File: src/rtl/if_pkg.sv
// Shared fetch-stage definitions: the bubble instruction, the PC step
// and the prefetch queue entry states.
package if_pkg;

    localparam logic [31:0] NOP_INST   = 32'h0000_0013;
    localparam int          INST_BYTES = 4;

    typedef enum logic [1:0] {
        E_FREE = 2'd0,
        E_PEND = 2'd1,
        E_FULL = 2'd2
    } entry_state_e;

endpackage

File: src/rtl/ins_fetch_pq_if.sv
// Fetch-stage bus: redirect input, ROM req/gnt/rvalid channel and
// the valid/ready instruction hand-off towards if_id.
interface ins_fetch_pq_if #(
    parameter int AW = 32,
    parameter int DW = 32
);

    logic          jump_en_i;
    logic [AW-1:0] jump_addr_i;
    logic          rom_req_o;
    logic [AW-1:0] rom_addr_o;
    logic          rom_gnt_i;
    logic          rom_rvalid_i;
    logic [DW-1:0] rom_rdata_i;
    logic          inst_valid_o;
    logic          inst_ready_i;
    logic [AW-1:0] inst_addr_o;
    logic [DW-1:0] inst_o;

    modport master (
        input  jump_en_i,
        input  jump_addr_i,
        output rom_req_o,
        output rom_addr_o,
        input  rom_gnt_i,
        input  rom_rvalid_i,
        input  rom_rdata_i,
        output inst_valid_o,
        input  inst_ready_i,
        output inst_addr_o,
        output inst_o
    );

    modport slave (
        output jump_en_i,
        output jump_addr_i,
        input  rom_req_o,
        input  rom_addr_o,
        output rom_gnt_i,
        output rom_rvalid_i,
        output rom_rdata_i,
        input  inst_valid_o,
        output inst_ready_i,
        input  inst_addr_o,
        input  inst_o
    );

endinterface

File: src/rtl/pq_entry_ram.sv
// Prefetch queue storage: per-entry address, data and state with
// independent alloc/fill/pop write ports and a global clear.
module pq_entry_ram
    import if_pkg::*;
#(
    parameter int AW    = 32,
    parameter int DW    = 32,
    parameter int DEPTH = 4,
    localparam int PW   = $clog2(DEPTH)
) (
    input  logic          clk,
    input  logic          rst,
    input  logic          clear,
    input  logic          alloc_en,
    input  logic [PW-1:0] alloc_idx,
    input  logic [AW-1:0] alloc_addr,
    input  logic          fill_en,
    input  logic [PW-1:0] fill_idx,
    input  logic [DW-1:0] fill_data,
    input  logic          pop_en,
    input  logic [PW-1:0] pop_idx,
    input  logic [PW-1:0] head_idx,
    output entry_state_e  head_state,
    output logic [AW-1:0] head_addr,
    output logic [DW-1:0] head_data
);

    entry_state_e  state [DEPTH];
    logic [AW-1:0] addr  [DEPTH];
    logic [DW-1:0] data  [DEPTH];

    // alloc/fill/pop always target entries in different states
    always_ff @(posedge clk or negedge rst) begin
        if (!rst) begin
            for (int i = 0; i < DEPTH; i++) begin
                state[i] <= E_FREE;
                addr[i]  <= '0;
                data[i]  <= '0;
            end
        end else if (clear) begin
            for (int i = 0; i < DEPTH; i++) begin
                state[i] <= E_FREE;
            end
        end else begin
            if (alloc_en) begin
                state[alloc_idx] <= E_PEND;
                addr[alloc_idx]  <= alloc_addr;
            end
            if (fill_en) begin
                state[fill_idx] <= E_FULL;
                data[fill_idx]  <= fill_data;
            end
            if (pop_en) begin
                state[pop_idx] <= E_FREE;
            end
        end
    end

    assign head_state = state[head_idx];
    assign head_addr  = addr[head_idx];
    assign head_data  = data[head_idx];

endmodule

File: src/rtl/ins_fetch_pq.sv
// Instruction fetch stage with in-order prefetch queue; owns the
// fetch PC and drops in-flight reads across redirects.
module ins_fetch_pq
    import if_pkg::*;
#(
    parameter int            AW       = 32,
    parameter int            DW       = 32,
    parameter int            DEPTH    = 4,
    parameter logic [AW-1:0] RESET_PC = '0,
    parameter logic [DW-1:0] NOP_INST = DW'(if_pkg::NOP_INST)
) (
    input logic           clk,
    input logic           rst,
    ins_fetch_pq_if.master bus
);

    localparam int            PW    = $clog2(DEPTH);
    localparam int            CW    = $clog2(DEPTH + 1);
    localparam logic [CW:0]   LIMIT = (CW + 1)'(DEPTH);

    logic [AW-1:0] fetch_pc;
    logic [PW-1:0] alloc_ptr;
    logic [PW-1:0] fill_ptr;
    logic [PW-1:0] head_ptr;
    logic [CW-1:0] alloc_cnt;
    logic [CW-1:0] pend_cnt;
    logic [CW-1:0] drop_cnt;

    entry_state_e  head_state;
    logic [AW-1:0] head_addr;
    logic [DW-1:0] head_data;

    logic          jump;
    logic          issue;
    logic          resp;
    logic          resp_take;
    logic          drop_resp;
    logic          fill;
    logic          pop;
    logic          head_full;
    logic [CW:0]   used;
    logic [CW:0]   drop_sum;

    assign jump      = bus.jump_en_i;
    assign used      = {1'b0, alloc_cnt} + {1'b0, drop_cnt};
    assign resp      = bus.rom_rvalid_i;
    assign resp_take = resp && (drop_cnt != '0 || pend_cnt != '0);
    assign drop_resp = resp && (drop_cnt != '0);
    assign fill      = resp && (drop_cnt == '0)
                     && (pend_cnt != '0) && !jump;
    assign head_full = (head_state == E_FULL);
    assign pop       = head_full && bus.inst_ready_i && !jump;
    assign issue     = bus.rom_req_o && bus.rom_gnt_i;

    // reads already in flight at a redirect become drops
    assign drop_sum  = {1'b0, drop_cnt} + {1'b0, pend_cnt}
                     - {{CW{1'b0}}, resp_take};

    assign bus.rom_req_o    = rst && !jump && (used < LIMIT);
    assign bus.rom_addr_o   = fetch_pc;
    assign bus.inst_valid_o = head_full;
    assign bus.inst_addr_o  = head_addr;
    assign bus.inst_o       = head_full ? head_data : NOP_INST;

    always_ff @(posedge clk or negedge rst) begin
        if (!rst) begin
            fetch_pc  <= RESET_PC;
            alloc_ptr <= '0;
            fill_ptr  <= '0;
            head_ptr  <= '0;
            alloc_cnt <= '0;
            pend_cnt  <= '0;
            drop_cnt  <= '0;
        end else if (jump) begin
            fetch_pc  <= {bus.jump_addr_i[AW-1:2], 2'b00};
            alloc_ptr <= '0;
            fill_ptr  <= '0;
            head_ptr  <= '0;
            alloc_cnt <= '0;
            pend_cnt  <= '0;
            drop_cnt  <= drop_sum[CW-1:0];
        end else begin
            if (issue) begin
                fetch_pc  <= fetch_pc + AW'(INST_BYTES);
                alloc_ptr <= alloc_ptr + PW'(1);
            end
            if (fill) fill_ptr <= fill_ptr + PW'(1);
            if (pop) head_ptr <= head_ptr + PW'(1);
            if (drop_resp) drop_cnt <= drop_cnt - CW'(1);
            alloc_cnt <= alloc_cnt + CW'(issue) - CW'(pop);
            pend_cnt  <= pend_cnt + CW'(issue) - CW'(fill);
        end
    end

    pq_entry_ram #(
        .AW    (AW),
        .DW    (DW),
        .DEPTH (DEPTH)
    ) u_ram (
        .clk        (clk),
        .rst        (rst),
        .clear      (jump),
        .alloc_en   (issue),
        .alloc_idx  (alloc_ptr),
        .alloc_addr (fetch_pc),
        .fill_en    (fill),
        .fill_idx   (fill_ptr),
        .fill_data  (bus.rom_rdata_i),
        .pop_en     (pop),
        .pop_idx    (head_ptr),
        .head_idx   (head_ptr),
        .head_state (head_state),
        .head_addr  (head_addr),
        .head_data  (head_data)
    );

    a_no_orphan_rvalid: assert property (
        @(posedge clk) disable iff (!rst)
        !(resp && drop_cnt == '0 && pend_cnt == '0)
    );

    a_outstanding_bound: assert property (
        @(posedge clk) disable iff (!rst)
        used <= LIMIT
    );

endmodule

File: src/flat_wrapper.sv
// flat-port wrapper written by rule: the top's interface ports become plain ports
module ins_fetch_pq_flat import if_pkg::*;
#(
    parameter int            AW       = 32,
    parameter int            DW       = 32,
    parameter int            DEPTH    = 4,
    parameter logic [AW-1:0] RESET_PC = '0,
    parameter logic [DW-1:0] NOP_INST = DW'(if_pkg::NOP_INST)
)
  (clk, rst, bus_jump_en_i, bus_jump_addr_i, bus_rom_req_o, bus_rom_addr_o, bus_rom_gnt_i, bus_rom_rvalid_i, bus_rom_rdata_i, bus_inst_valid_o, bus_inst_ready_i, bus_inst_addr_o, bus_inst_o);
  ins_fetch_pq_if #(.AW(AW), .DW(DW)) bus_i ();
  input logic clk;
  input logic rst;
  input wire logic [$bits(bus_i.jump_en_i)-1:0] bus_jump_en_i;
  input wire logic [$bits(bus_i.jump_addr_i)-1:0] bus_jump_addr_i;
  output wire logic [$bits(bus_i.rom_req_o)-1:0] bus_rom_req_o;
  output wire logic [$bits(bus_i.rom_addr_o)-1:0] bus_rom_addr_o;
  input wire logic [$bits(bus_i.rom_gnt_i)-1:0] bus_rom_gnt_i;
  input wire logic [$bits(bus_i.rom_rvalid_i)-1:0] bus_rom_rvalid_i;
  input wire logic [$bits(bus_i.rom_rdata_i)-1:0] bus_rom_rdata_i;
  output wire logic [$bits(bus_i.inst_valid_o)-1:0] bus_inst_valid_o;
  input wire logic [$bits(bus_i.inst_ready_i)-1:0] bus_inst_ready_i;
  output wire logic [$bits(bus_i.inst_addr_o)-1:0] bus_inst_addr_o;
  output wire logic [$bits(bus_i.inst_o)-1:0] bus_inst_o;
  assign bus_i.jump_en_i = bus_jump_en_i;
  assign bus_i.jump_addr_i = bus_jump_addr_i;
  assign bus_rom_req_o = bus_i.rom_req_o;
  assign bus_rom_addr_o = bus_i.rom_addr_o;
  assign bus_i.rom_gnt_i = bus_rom_gnt_i;
  assign bus_i.rom_rvalid_i = bus_rom_rvalid_i;
  assign bus_i.rom_rdata_i = bus_rom_rdata_i;
  assign bus_inst_valid_o = bus_i.inst_valid_o;
  assign bus_i.inst_ready_i = bus_inst_ready_i;
  assign bus_inst_addr_o = bus_i.inst_addr_o;
  assign bus_inst_o = bus_i.inst_o;
  ins_fetch_pq #(.AW(AW), .DW(DW), .DEPTH(DEPTH), .RESET_PC(RESET_PC), .NOP_INST(NOP_INST)) u_core (.clk(clk), .rst(rst), .bus(bus_i));
endmodule
File: config.mk
export PLATFORM = sky130hd
export DESIGN_NAME = ins_fetch_pq_flat
export DESIGN_NICKNAME = d
export VERILOG_FILES = /design/src/rtl/if_pkg.sv /design/src/rtl/ins_fetch_pq_if.sv /design/src/rtl/pq_entry_ram.sv /design/src/rtl/ins_fetch_pq.sv /design/src/flat_wrapper.sv
export SDC_FILE = /design/constraint.sdc
export NUM_CORES = 1
export LEC_CHECK = 0
export ABC_AREA = 1
export CAP_MARGIN = 30
export CELL_PAD_IN_SITES_DETAIL_PLACEMENT = 1
export CELL_PAD_IN_SITES_GLOBAL_PLACEMENT = 1
export CORE_UTILIZATION = 38
export DETAILED_ROUTE_END_ITERATION = 10
export MAX_ROUTING_LAYER = met4
export PLACE_DENSITY_LB_ADDON = 0.1
export SLEW_MARGIN = 20
export SYNTH_ARGS = -nofsm -noshare
export SYNTH_HDL_FRONTEND = slang
export SYNTH_SLANG_ARGS = --single-unit
File: constraint.sdc
create_clock -name clk -period 2.5 [get_ports clk]
set_clock_uncertainty 0.1 [all_clocks]
set_input_delay 0.375 -clock clk [delete_from_list [all_inputs] [get_ports clk]]
set_output_delay 0.375 -clock clk [all_outputs]
set_load 0.05 [all_outputs]
# After elaboration in Yosys (flattened, before gate mapping)
# Cells that the tools add are included.
dict set report word_totals {
  out_inout_bits 98
  input_bits 70
  wordCells 115
  regBits 311
}
dict set report classes {
  reduce_logical 24
  eq_ne 1
  add_sub_neg 12
  magnitude_cmp 7
  n_bitwise 12
  mux 40
}
# operator n
set op_table {}
lappend op_table {{two-way mux 32 bit} 9}
lappend op_table {{bitwise mux 128 bit} 2}
lappend op_table {{binary-select mux 32 bit (select 2 bit)} 2}
lappend op_table {{demux 32 bit (select 2 bit)} 2}
lappend op_table {{two-way mux 8 bit} 6}
lappend op_table {{adder 32 x 3 -> 32 bit (second input constant)} 1}
lappend op_table {{two-way mux 2 bit} 11}
lappend op_table {{logical AND 1 bit} 13}
lappend op_table {{demux 2 bit (select 2 bit)} 3}
lappend op_table {{two-way mux 3 bit} 4}
lappend op_table {{greater-or-equal comparator 3 bit (second input constant)} 3}
lappend op_table {{< comparator 3 x 1 -> 1 bit (second input constant)} 3}
lappend op_table {{inverter 2 -> 3 bit} 3}
lappend op_table {{subtractor 3 x 1 -> 3 bit} 3}
lappend op_table {{AND 4 bit} 2}
lappend op_table {{AND 8 bit} 1}
lappend op_table {{inverter 4 bit} 2}
lappend op_table {{inverter 8 bit} 1}
lappend op_table {{OR 4 bit} 2}
lappend op_table {{nonzero test 2 bit} 4}
lappend op_table {{adder 2 x 1 -> 2 bit (second input constant)} 3}
lappend op_table {{adder 3 x 1 -> 3 bit} 2}
lappend op_table {{nonzero test 3 bit} 2}
lappend op_table {{adder 3 x 3 -> 4 bit} 1}
lappend op_table {{other kinds (10)} 11}

# Depth between registers and ports, before layout
# Gate-level depths: netlist of the first run.
dict set report logic_depth {
  depth_word 15
  depth_mapped 15
  depth_no_buf 14
}

# Hierarchy
# A second synthesis of the first run with hierarchy kept.
dict set report unflattened {
  cells_unflattened 2008
  hier_area_um2 15473.6
}
# module instances cells_per_inst area_per_inst_um2 seq_area_each_um2
set by_module_without_submodules {}
lappend by_module_without_submodules {pq_entry_ram 1 1459 11967.7 6606.3}
lappend by_module_without_submodules {ins_fetch_pq 1 549 3505.9 1126.1}

# Least setup slack after synthesis of the first run
# OpenSTA, ideal clock, no wires.
dict set report synth_timing {
  kind {reg2reg}
  from {reg u_core.drop_cnt[2]}
  to {reg u_core.pend_cnt[2]}
  arrival_time_ns 2.317
  period_less_slack_ns 2.541
  setup_time_ns 0.124
  stages_incl_launch_ff 12
  slack_ns -0.041
  required_time_ns 2.276
  cell_sequence {dfrtp_1 ha_1 nand3b_4 nor2_8 nand2_2 inv_2 buf_2 ha_1 inv_1 fa_1 o21ai_0 a21oi_1}
}
dict set report synth_via {
  elab_chain_cells 7
  elab_cells_between_ends 11
  classes_between {add/sub (3); order compare (1); mux (1); reduce/logical (6)}
}
# item line_no
set synth_lines {}
lappend synth_lines {{from (decl)} ins_fetch_pq.sv:27} ;# logic [CW-1:0] drop_cnt;
lappend synth_lines {{from (signal assigned)} ins_fetch_pq.sv:81} ;# drop_cnt <= drop_sum[CW-1:0];
lappend synth_lines {{from (signal assigned)} ins_fetch_pq.sv:89} ;# if (drop_resp) drop_cnt <= drop_cnt - CW'(1);
lappend synth_lines {{adder 3 x 3 -> 4 bit} ins_fetch_pq.sv:45} ;# assign used = {1'b0, alloc_cnt} + {1'b0, drop_cnt};
lappend synth_lines {{< comparator 4 x 3 -> 1 bit} ins_fetch_pq.sv:59} ;# assign bus.rom_req_o = rst && !jump && (used < LIMIT);
lappend synth_lines {{logical AND 1 bit} ins_fetch_pq.sv:59}
lappend synth_lines {{net bus_rom_req_o} flat_wrapper.sv:16} ;# output wire logic [$bits(bus_i.rom_req_o)-1:0] bus_rom_req_o;
lappend synth_lines {{logical AND 1 bit} ins_fetch_pq.sv:53} ;# assign issue = bus.rom_req_o && bus.rom_gnt_i;
lappend synth_lines {{adder 3 x 1 -> 3 bit} ins_fetch_pq.sv:91} ;# pend_cnt <= pend_cnt + CW'(issue) - CW'(fill);
lappend synth_lines {{subtractor 3 x 1 -> 3 bit} ins_fetch_pq.sv:91}
lappend synth_lines {{two-way mux 3 bit} ins_fetch_pq.sv:74} ;# end else if (jump) begin
lappend synth_lines {{to (signal assigned)} ins_fetch_pq.sv:91}
lappend synth_lines {{to (decl)} ins_fetch_pq.sv:26} ;# logic [CW-1:0] pend_cnt;
# The timed path passes the listed nets, and every way through them passes these cells.
# A chain may end at the register's enable or synchronous reset.

# Final worst setup path of the first run
dict set report layout_timing {
  from {reg u_core.head_ptr[0]}
  to {reg u_core.alloc_cnt[2]}
}
dict set report layout_via {
  elab_chain_cells 9
}
# item line_no
set layout_lines {}
lappend layout_lines {{from (decl)} ins_fetch_pq.sv:24} ;# logic [PW-1:0] head_ptr;
lappend layout_lines {{from (signal assigned)} ins_fetch_pq.sv:88} ;# if (pop) head_ptr <= head_ptr + PW'(1);
lappend layout_lines {{inverter 2 -> 3 bit (implied by the code)} pq_entry_ram.sv:59} ;# assign head_state = state[head_idx];
lappend layout_lines {{binary-select mux 2 bit (select 2 bit)} pq_entry_ram.sv:59}
lappend layout_lines {{two-way mux 2 bit (implied by the code) (2 in series)} pq_entry_ram.sv:59}
lappend layout_lines {{equality test 2 bit} ins_fetch_pq.sv:51} ;# assign head_full = (head_state == E_FULL);
lappend layout_lines {{logical AND 1 bit (2 in series)} ins_fetch_pq.sv:52} ;# assign pop = head_full && bus.inst_ready_i && !jump;
lappend layout_lines {{subtractor 3 x 1 -> 3 bit} ins_fetch_pq.sv:90} ;# alloc_cnt <= alloc_cnt + CW'(issue) - CW'(pop);
lappend layout_lines {{two-way mux 3 bit} ins_fetch_pq.sv:74}
lappend layout_lines {{to (signal assigned)} ins_fetch_pq.sv:90}
lappend layout_lines {{to (decl)} ins_fetch_pq.sv:25} ;# logic [CW-1:0] alloc_cnt;
# Every way passes these cells. The select of a mux whose other input is x is not followed.

==> results of run 1 <==
-- power breakdown --
part | total [mW] | internal, mW | leakage (nW) | switching, mW
clock | 5.44 | 3.25 | 0.611 | 2.19
sequential | 6.06 | 5.56 | 4.08 | 0.500
combinational | 4.19 | 1.46 | 4.47 | 2.73
-- worst max-delay path by stage --
stage / from / end / slack [ns]
2_1_floorplan: u_core.alloc_cnt[1]$_DFF_PN0_ / u_core.pend_cnt[2]$_DFF_PN0_ / 0.02
3_3_place_gp: bus_rom_rvalid_i / u_core.drop_cnt[2]$_DFFE_PN0P_ / -0.15
3_5_place_dp: bus_rom_rvalid_i / u_core.drop_cnt[2]$_DFFE_PN0P_ / -0.18
4_1_cts: u_core.head_ptr[0]$_DFFE_PN0P_ / bus_inst_addr_o[12] / -0.10
5_1_grt: u_core.head_ptr[0]$_DFFE_PN0P_ / u_core.alloc_cnt[2]$_DFF_PN0_ / -0.15
6_report: u_core.head_ptr[0]$_DFFE_PN0P_ / u_core.alloc_cnt[2]$_DFF_PN0_ / -0.06
-- metal layers --
metal / GRT usage / part of all wire / vias up
met3: 0.03069 / 0.037 / 70
met5: - / 0 / -
met4: 0.06610 / 0.023 / 0
li1: - / - / 6374
met1: 0.3302 / 0.44 / 6616
met2: 0.4474 / 0.50 / 249
-- sequential cells by signal, summed over array words and instances, names as in the netlist --
signal / count
u_core.bus.rom_addr_o: 30
u_core.u_ram.data: 128
u_core.drop_cnt: 3
u_core.u_ram.state: 8
u_core.head_ptr: 2
u_core.u_ram.addr: 120
u_core.alloc_cnt: 3
u_core.alloc_ptr: 2
u_core.fill_ptr: 2
u_core.pend_cnt: 3
-- through the flow --
step,utilization,instances,hold WS (ns),power (mW)
after CTS,0.5038,2579,0.2823,15.78
after detailed placement,0.4464,2492,0.3611,10.11
after global placement,0.4464,2492,0.3600,9.999
after global routing,0.5101,2587,0.3107,16.45
final,0.5102,2588,0.2971,15.69
after floorplan,-,1877,-0.02059,8.572
-- final cells by class --
cell class | count | area (um2) | share of cell area
Tap cell | 511 | 639.4 | 0.03312
Antenna cell | 1 | 2.502 | 0.0001296
Inverter | 126 | 483.0 | 0.02501
Timing Repair Buffer | 252 | 2977 | 0.1542
Clock inverter | 13 | 150.1 | 0.007777
Sequential cell | 301 | 7538 | 0.3904
Multi-Input combinational cell | 1331 | 6431 | 0.3331
Clock buffer | 53 | 1086 | 0.05625
-- tightest hold or removal path, cell delays in order --
cell             delay [ns]
clkdlybuf4s50_1        0.39
nand2_1                0.06
nand3_1                0.07
-- layout by cell type (no fill, tap or decap), types with 7 or more instances in the layout --
cell type,instances
clkbuf_16,42
buf_16,13
o21ai_0,279
nand2_1,520
clkbuf_8,10
clkdlybuf4s50_1,93
buf_8,7
nor2_1,245
o22ai_1,22
a21oi_2,16
buf_6,42
inv_1,118
nand3_1,65
dfrtp_1,298
buf_4,66
nand3_2,8
o22ai_2,8
ha_1,22
xor2_1,10
buf_12,21
a21oi_4,11
o21ai_1,85
-- timing repair --
| action | 4_1_cts | 5_1_grt |
|---|---|---|
| hold buffers | 1 | 0 |
| pin swaps | 7 | 4 |
| resized for setup | 162 | 27 |
| endpoints found under the setup margin | 66 | 66 |
| endpoints found under the hold margin | 112 | 0 |
| cloned | 10 | 5 |
| buffers inserted | 10 | 3 |
-- kinds of logic after synthesis --
group / count (synthesis) / share of synthesized area
flops: 301 / 0.5134
other cells: 1 / 0.0002556
compound gates: 437 / 0.1529
buf+inv: 245 / 0.07403
simple gates: 848 / 0.2258
xor+xnor: 15 / 0.008955
fa+ha+maj: 27 / 0.02456
==> results.ini, run 1 <==
[synth]
synth_area_mm2 = 0.01467
synth_area_leaders = dfrtp_1 51%, nand2_1 13%, o21ai_0 11%
ys_seq_area_frac = 0.5134
synthCells = 1874
synth_area_per_cell_um2 = 7.828
synth-edff-count = 0
yosysMostFrequentCell = nand2_1
synthTopCellsByCount = 525 x nand2_1, 309 x o21ai_0, 301 x dfrtp_1
synth_flop_cell = dfrtp_1
ys_warn_count = 0
synth_top_area_frac = 0.5134
synth_cell_types = 26
synth_seq_cells = 301
yosysTopAreaCell = dfrtp_1
async_reset_ff_frac = 1.000

[die]
die_w_um = 198.5
io_pins = 168
die_area_mm2 = 0.03940
fp-row-count = 71
start_util = 0.3877
die_y_um = 198.5
core-area_mm2 = 0.03784

[pwr]
peakVddDrop_mv = 0.6081
cellLeakagePower_nw = 9.168
cellPowerDensity_mw_per_mm2 = 812.5

[placement]
post_dp_cell_area_mm2 = 0.01689
io_buffer_count = 161
dp_slack_ns = -0.1816
gp_routability_congestion = 0.8909
dpl.hpwl_mm = 28.93

[route]
drtPass1Iterations = 5
ant_nets = 0
routed_via_density = 5.143
vias = 13309
drt_wl_total_mm = 50.49
drc = 0
routedWlPerCell_um = 19.51
drtIter0Drc = 714

[cells_and_area]
design_area_mm2 = 0.01931
areaGrowthSynthToFinish_pct = 31.61
nFillCells = 4544
drive_gt1_frac = 0.1397
layout.nets = 2146

[grt]
antenna_found_initial = 0
grt_max_degree = 165
grt_overflow = 0
grt_pass1_wl_mm = 77.82
grt_use_total = 0.2619
grt_pass1_vias = 13995

[timing]
fin_tns_setup_ns = -0.3553
period_share = 1.023
tightest_slew_ns = 0.9466
max_freq_mhz = 391.0
drv_slew = 0
finalHoldViolCount = 0
min_period_ns = 2.557
fin_ws_ns = -0.05744
finalSetupViolCount = 21
relSlewSlack = 0.3689
rsz0062_at_grt = true

[hold_path]
hold_path.class = in -> reg
min_from = bus_jump_addr_i[13]
min_path_cells = 3
hold_path_end = u_core.bus.rom_addr_o[13]$_DFFE_PN0N_

[cts]
cts_tree = yes
cts_buffers = 37
clockBufferDepth = 3
clk_latency_ns = 0.54
cts_root_buffer = clkbuf_16
cts.sinks = 301
clkTransAtPathRegs_ns = 0.06
htree_levels = 2

[critical_path]
cp-end-kind = register
crit_type = reg -> reg
worstRegToRegCells = 15
crit_path_cell_trace = clkinv_4 > nand3_2 > nand3_2 > nand2_4 > buf_4 > nor2_4 > nand2_1 > inv_1 > ha_4 > inv_1 > ha_1 > inv_1 > fa_2 > xor2_1 > nor2_1
slowest_stage = dfrtp_4
r2r_slack_ns = -0.06
r2r_end = u_core.alloc_cnt[2]$_DFF_PN0_
cpPeakStageDelay_ns = 0.53
cp_data_required_time_ns = 2.80
r2r-start = u_core.head_ptr[0]$_DFFE_PN0P_
cpMostUsedCell = inv_1
crit_fanout = 5
cp.depth = 15
cp_top_family = adder cells
start_kind = register
crit_arrival_ns = 2.86
worst-path-buf-inv = 5

[flow_run]
maxCapViolations = 0

[status]
status = finished with violations
violations = negative setup slack

(Power assumes the default switching activity.)
==> run 2, diff against run 1 <==
REMOVE_ABC_BUFFERS = 1   (was default)
==> run 2 against run 1 <==
The run still ends with negative setup slack left. Largest power group unchanged. Critical path depth is 6 lower. Die area stayed put. Cell count is 0.31% lower. Core utilization is 0.51 points lower. Largest cell class unchanged.
==> results.ini, run 2 (synthesized netlist as in run 1, its figures left out) <==
[hold_path]
hold_path.class = in -> reg

[grt]
grt_max_degree = 104
grt_pass1_vias = 13751
grt_pass1_wl_mm = 77.28
grt_overflow = 0
antenna_found_initial = 0
grt_use_total = 0.2605

[route]
drt_wl_total_mm = 52.29
drtIter0Drc = 742
vias = 13377
routed_via_density = 5.185
ant_nets = 0
routedWlPerCell_um = 20.27
drc = 0
drtPass1Iterations = 6

[critical_path]
cp-end-kind = output port
start_kind = register
cpPeakStageDelay_ns = 0.53
crit_arrival_ns = 2.13
crit_type = reg -> out
cp_top_family = buffers and inverters
crit_fanout = 8
r2r_slack_ns = 0.01
worst-path-buf-inv = 5
crit_path_cell_trace = clkinv_8 > nand3_4 > nand3_4 > nand2_8 > buf_12 > clkinvlp_4 > o221ai_2 > buf_4 > buf_12
slowest_stage = dfrtp_4
cp_data_required_time_ns = 2.03

[timing]
whs_ns = 0.1755
fin_ws_ns = -0.1081
finalSetupViolCount = 44
period_share = 1.043
rsz0062_at_grt = true
finalHoldViolCount = 0
max_freq_mhz = 383.4
drv_slew = 0
min_period_ns = 2.608
relSlewSlack = 0.5733
tightest_slew_ns = 0.6400

[status]
status = finished with violations
violations = negative setup slack

[die]
start_util = 0.3877
die_w_um = 198.5
die_y_um = 198.5
io_pins = 168
fp-row-count = 71
die_area_mm2 = 0.03940
core-area_mm2 = 0.03784

[cells_and_area]
design_area_mm2 = 0.01912
final_common_cell = nand2_1
antenna_cells = 0
nFillCells = 4572
largest_register_ffs = 128
final_cell_mix = 519 x nand2_1, 299 x dfrtp_1, 266 x o21ai_0, 240 x nor2_1, 118 x inv_1
final_core_util = 0.5051
areaGrowthSynthToFinish_pct = 30.30
layout.nets = 2141
drive_gt1_frac = 0.1344
regMostFlops = u_core.u_ram.data

[placement]
dpl.hpwl_mm = 29.65
gp_routability_congestion = 0.8929
io_buffer_count = 161
dp_slack_ns = -0.1995
post_dp_cell_area_mm2 = 0.01673

[flow_run]
maxCapViolations = 0

[cts]
cts_root_buffer = clkbuf_16
cts_buffers = 36
clk_latency_ns = 0.54
htree_levels = 2
cts_tree = yes
clockBufferDepth = 3
cts.sinks = 301
clkTransAtPathRegs_ns = 0.06

[pwr]
cellLeakagePower_nw = 9.072
peakVddDrop_mv = 0.5015
power_mw = 15.52
cellPowerDensity_mw_per_mm2 = 812.0

[run 2: cell count changes in the layout (fill, tap and decap cells not counted), sizes merged]
cell / change
buf: -7
bufinv: +1
dlygate4sd2: -3
diode: -1
clkinv: -4
dlymetal6s2s: +3
clkbuf: +5
inv: -1
clkdlybuf4s50: -1
[run 2: cell type report]
class | instances | area, um2 | share of cell area
Timing Repair Buffer | 248 | 2830 | 0.1481
Clock buffer | 54 | 1040 | 0.05439
Tap cell | 511 | 639.4 | 0.03345
Sequential cell | 301 | 7537 | 0.3943
Clock inverter | 9 | 127.6 | 0.006676
Inverter | 126 | 491.7 | 0.02572
Multi-Input combinational cell | 1331 | 6450 | 0.3374
[run 2: stage by stage]
stage                     TNS [ns]  instances
after floorplan            -268.95       1758
after global placement     -0.1951       2481
after detailed placement   -0.2955       2481
after CTS                   -3.295       2558
after global routing        -5.528       2580
final                       -2.151       2580
[run 2: tightest hold or removal path, delay by kind of cell]
kind	cells	cell delay, ns
buffers and inverters	2	0.21
AO/OA/AOI/OAI	2	0.17
[run 2: final timing paths]
kind / from / depth (start not counted) / to
max: u_core.head_ptr[0]$_DFFE_PN0P_ / 9 / bus_inst_o[4]
max reg2reg: u_core.head_ptr[0]$_DFFE_PN0P_ / 14 / u_core.alloc_cnt[2]$_DFF_PN0_
min reg2reg: u_core.u_ram.addr[111]$_DFFE_PN0P_ / 2 / u_core.u_ram.addr[111]$_DFFE_PN0P_
min in group asynchronous: rst / 3 / u_core.u_ram.data[61]$_DFFE_PN0P_
max in group asynchronous: rst / 4 / u_core.u_ram.addr[77]$_DFFE_PN0P_
min: bus_jump_en_i / 4 / u_core.drop_cnt[0]$_DFFE_PN0P_
[run 2: metal layers]
metal  track usage  routed length, um  vias up
met2        0.4486              26240      264
met3       0.03340               2123       69
met5             -                  0        -
met4       0.05499               1107        0
li1              -                  -     6353
met1        0.3279              22820     6691
[run 2: power by group]
group | internal [mW] | switching [mW]
logic | 1.41 | 2.70
registers | 5.56 | 0.508
clock network | 3.19 | 2.16
[run 2: what timing repair did]
action | 4_1_cts | 5_1_grt
resized for setup | 83 | 104
cloned | 7 | 13
pin swaps | 4 | 14
setup endpoints to repair | 62 | 67
endpoints found under the hold margin | 203 | 0
buffers inserted | 6 | 9
hold buffers | 1 | 0
==> run 3, diff against run 2 <==
CORE_UTILIZATION = 30   (was 38)
==> run 3 against run 2 <==
The run still ends with negative setup slack left. First-iteration DRC count rose by 19%. Routed wire length rose by 2.0%. Cell area rose by 2.8%. Cell count rose by 4.9%. Flip-flop and latch count did not move. Clock-buffer cell count rose by 7. Setup slack got worse by 0.028 ns. Largest cell class unchanged. Largest power group unchanged.
==> results.ini, run 3 (synthesized netlist as in run 1, its figures left out) <==
[die]
fp-row-count = 80
die_w_um = 223.1
die_y_um = 223.1
io_pins = 168
core-area_mm2 = 0.04795
start_util = 0.3060
die_area_mm2 = 0.04979

[critical_path]
cp-end-kind = output port
cp_data_required_time_ns = 2.03
worstRegToRegCells = 16
endpoint = bus_inst_o[0]
r2r-start = u_core.head_ptr[0]$_DFFE_PN0P_
start_kind = register
r2r_end = u_core.alloc_cnt[2]$_DFF_PN0_
crit_arrival_ns = 2.16
crit_type = reg -> out
crit_fanout = 5
r2r_slack_ns = -0.05
cp-startpoint = u_core.head_ptr[1]$_DFFE_PN0P_

[cells_and_area]
ff_latch_area_mm2 = 0.007537
final_cell_mix = 519 x nand2_1, 299 x dfrtp_1, 257 x o21ai_0, 239 x nor2_1, 116 x inv_1
multi_input_area_mm2 = 0.006545
nFillCells = 5655
largest_register_ffs = 128
layout.nets = 2159
regMostFlops = u_core.u_ram.data
final_common_cell = nand2_1
areaGrowthSynthToFinish_pct = 33.99
final_core_util = 0.4100
drive_gt1_frac = 0.1511
antenna_cells = 0

[timing]
whs_ns = 0.1394
finalSetupViolCount = 53
rsz0062_at_grt = true
fin_ws_ns = -0.1362
tightest_slew_ns = 0.7953
period_share = 1.054
finalHoldViolCount = 0
min_period_ns = 2.636
max_freq_mhz = 379.3
drv_slew = 0
fin_tns_setup_ns = -2.761
relSlewSlack = 0.4698

[grt]
grt_overflow = 0
antenna_found_initial = 0
grt_pass1_wl_mm = 78.91
grt_max_degree = 69
grt_pass1_vias = 13419
grt_use_total = 0.2103

[placement]
dpl.hpwl_mm = 31.27
gp_routability_congestion = 0.8089
io_buffer_count = 161
dp_slack_ns = -0.1109

[route]
drc = 0
drtIter0Drc = 882
drt_wl_total_mm = 53.34
ant_nets = 0
routedWlPerCell_um = 19.71
vias = 13197
routed_via_density = 4.877
drtPass1Iterations = 5

[status]
violations = negative setup slack
status = finished with violations

[cts]
clkTransAtPathRegs_ns = 0.05
cts_buffers = 39
cts_root_buffer = clkbuf_16
clockBufferDepth = 3
clk_latency_ns = 0.55
htree_levels = 2
cts_tree = yes
cts.sinks = 301

[flow_run]
maxCapViolations = 0

[pwr]
cellLeakagePower_nw = 9.222
peakVddDrop_mv = 0.4741
cellPowerDensity_mw_per_mm2 = 815.7

[hold_path]
hold_path.class = in -> reg

==> run 3: layout make-up <==
type | instances | share of cell area
Clock inverter | 9 | 0.006875
Tap cell | 615 | 0.03915
Sequential cell | 301 | 0.3834
Inverter | 126 | 0.02502
Timing Repair Buffer | 263 | 0.1520
Multi-Input combinational cell | 1331 | 0.3330
Clock buffer | 61 | 0.06053
==> run 3: metrics by stage <==
| stage | cells | area [um2] | power (mW) |
|---|---|---|---|
| floorplan | 1758 | 14070 | 8.524 |
| global placement | 2596 | 16960 | 10.05 |
| detailed placement | 2596 | 16960 | 10.12 |
| CTS | 2674 | 18620 | 16.10 |
| global route | 2706 | 19660 | 16.88 |
| finish | 2706 | 19660 | 16.03 |
==> run 3: how the worst min path moves through the flow <==
stage / depth (start not counted) / end / slack [ns] / startpoint
detailed placement: 1 / u_core.u_ram.addr[125]$_DFFE_PN0P_ / 0.10 / rst
CTS: 4 / u_core.pend_cnt[2]$_DFF_PN0_ / 0.09 / bus_jump_en_i
floorplan: 0 / u_core.alloc_cnt[0]$_DFF_PN0_ / -0.02 / rst
global route: 4 / u_core.pend_cnt[2]$_DFF_PN0_ / 0.17 / bus_jump_en_i
global placement: 1 / u_core.u_ram.addr[125]$_DFFE_PN0P_ / 0.10 / rst
finish: 4 / u_core.pend_cnt[2]$_DFF_PN0_ / 0.14 / bus_jump_en_i
==> run 3: worst max-delay path: stages, from the launching register on <==
cell and delay [ns]:
dfrtp_2 0.44, inv_2 0.22, nand3_2 0.13, nand2_4 0.13, buf_12 0.15, clkinvlp_4 0.15, o221ai_2 0.09, buf_4 0.15
buf_12 0.13
==> run 3: power breakdown <==
group | leakage (nW) | total (mW) | switching [mW] | internal, mW
Clock | 0.653 | 5.81 | 2.24 | 3.58
Sequential | 4.08 | 6.06 | 0.495 | 5.56
Combinational | 4.48 | 4.16 | 2.72 | 1.44
Total | 9.22 | 16.0 | 5.45 | 10.6
==> run 3: timing repair <==
action / CTS / global route
endpoints found under the hold margin: 8 / 0
resized for setup: 48 / 181
buffers inserted: 6 / 14
gates cloned: 3 / 15
setup endpoints to repair: 67 / 67
pin swaps: 2 / 11
hold buffers: 1 / 0
==> run 3: metal layers <==
metal | global-route usage | vias up | part of all wire
met2 | 0.3387 | 217 | 0.47
met1 | 0.2771 | 6501 | 0.47
met3 | 0.03134 | 69 | 0.036
met4 | 0.05273 | 0 | 0.018
li1 | - | 6410 | -
met5 | - | - | 0
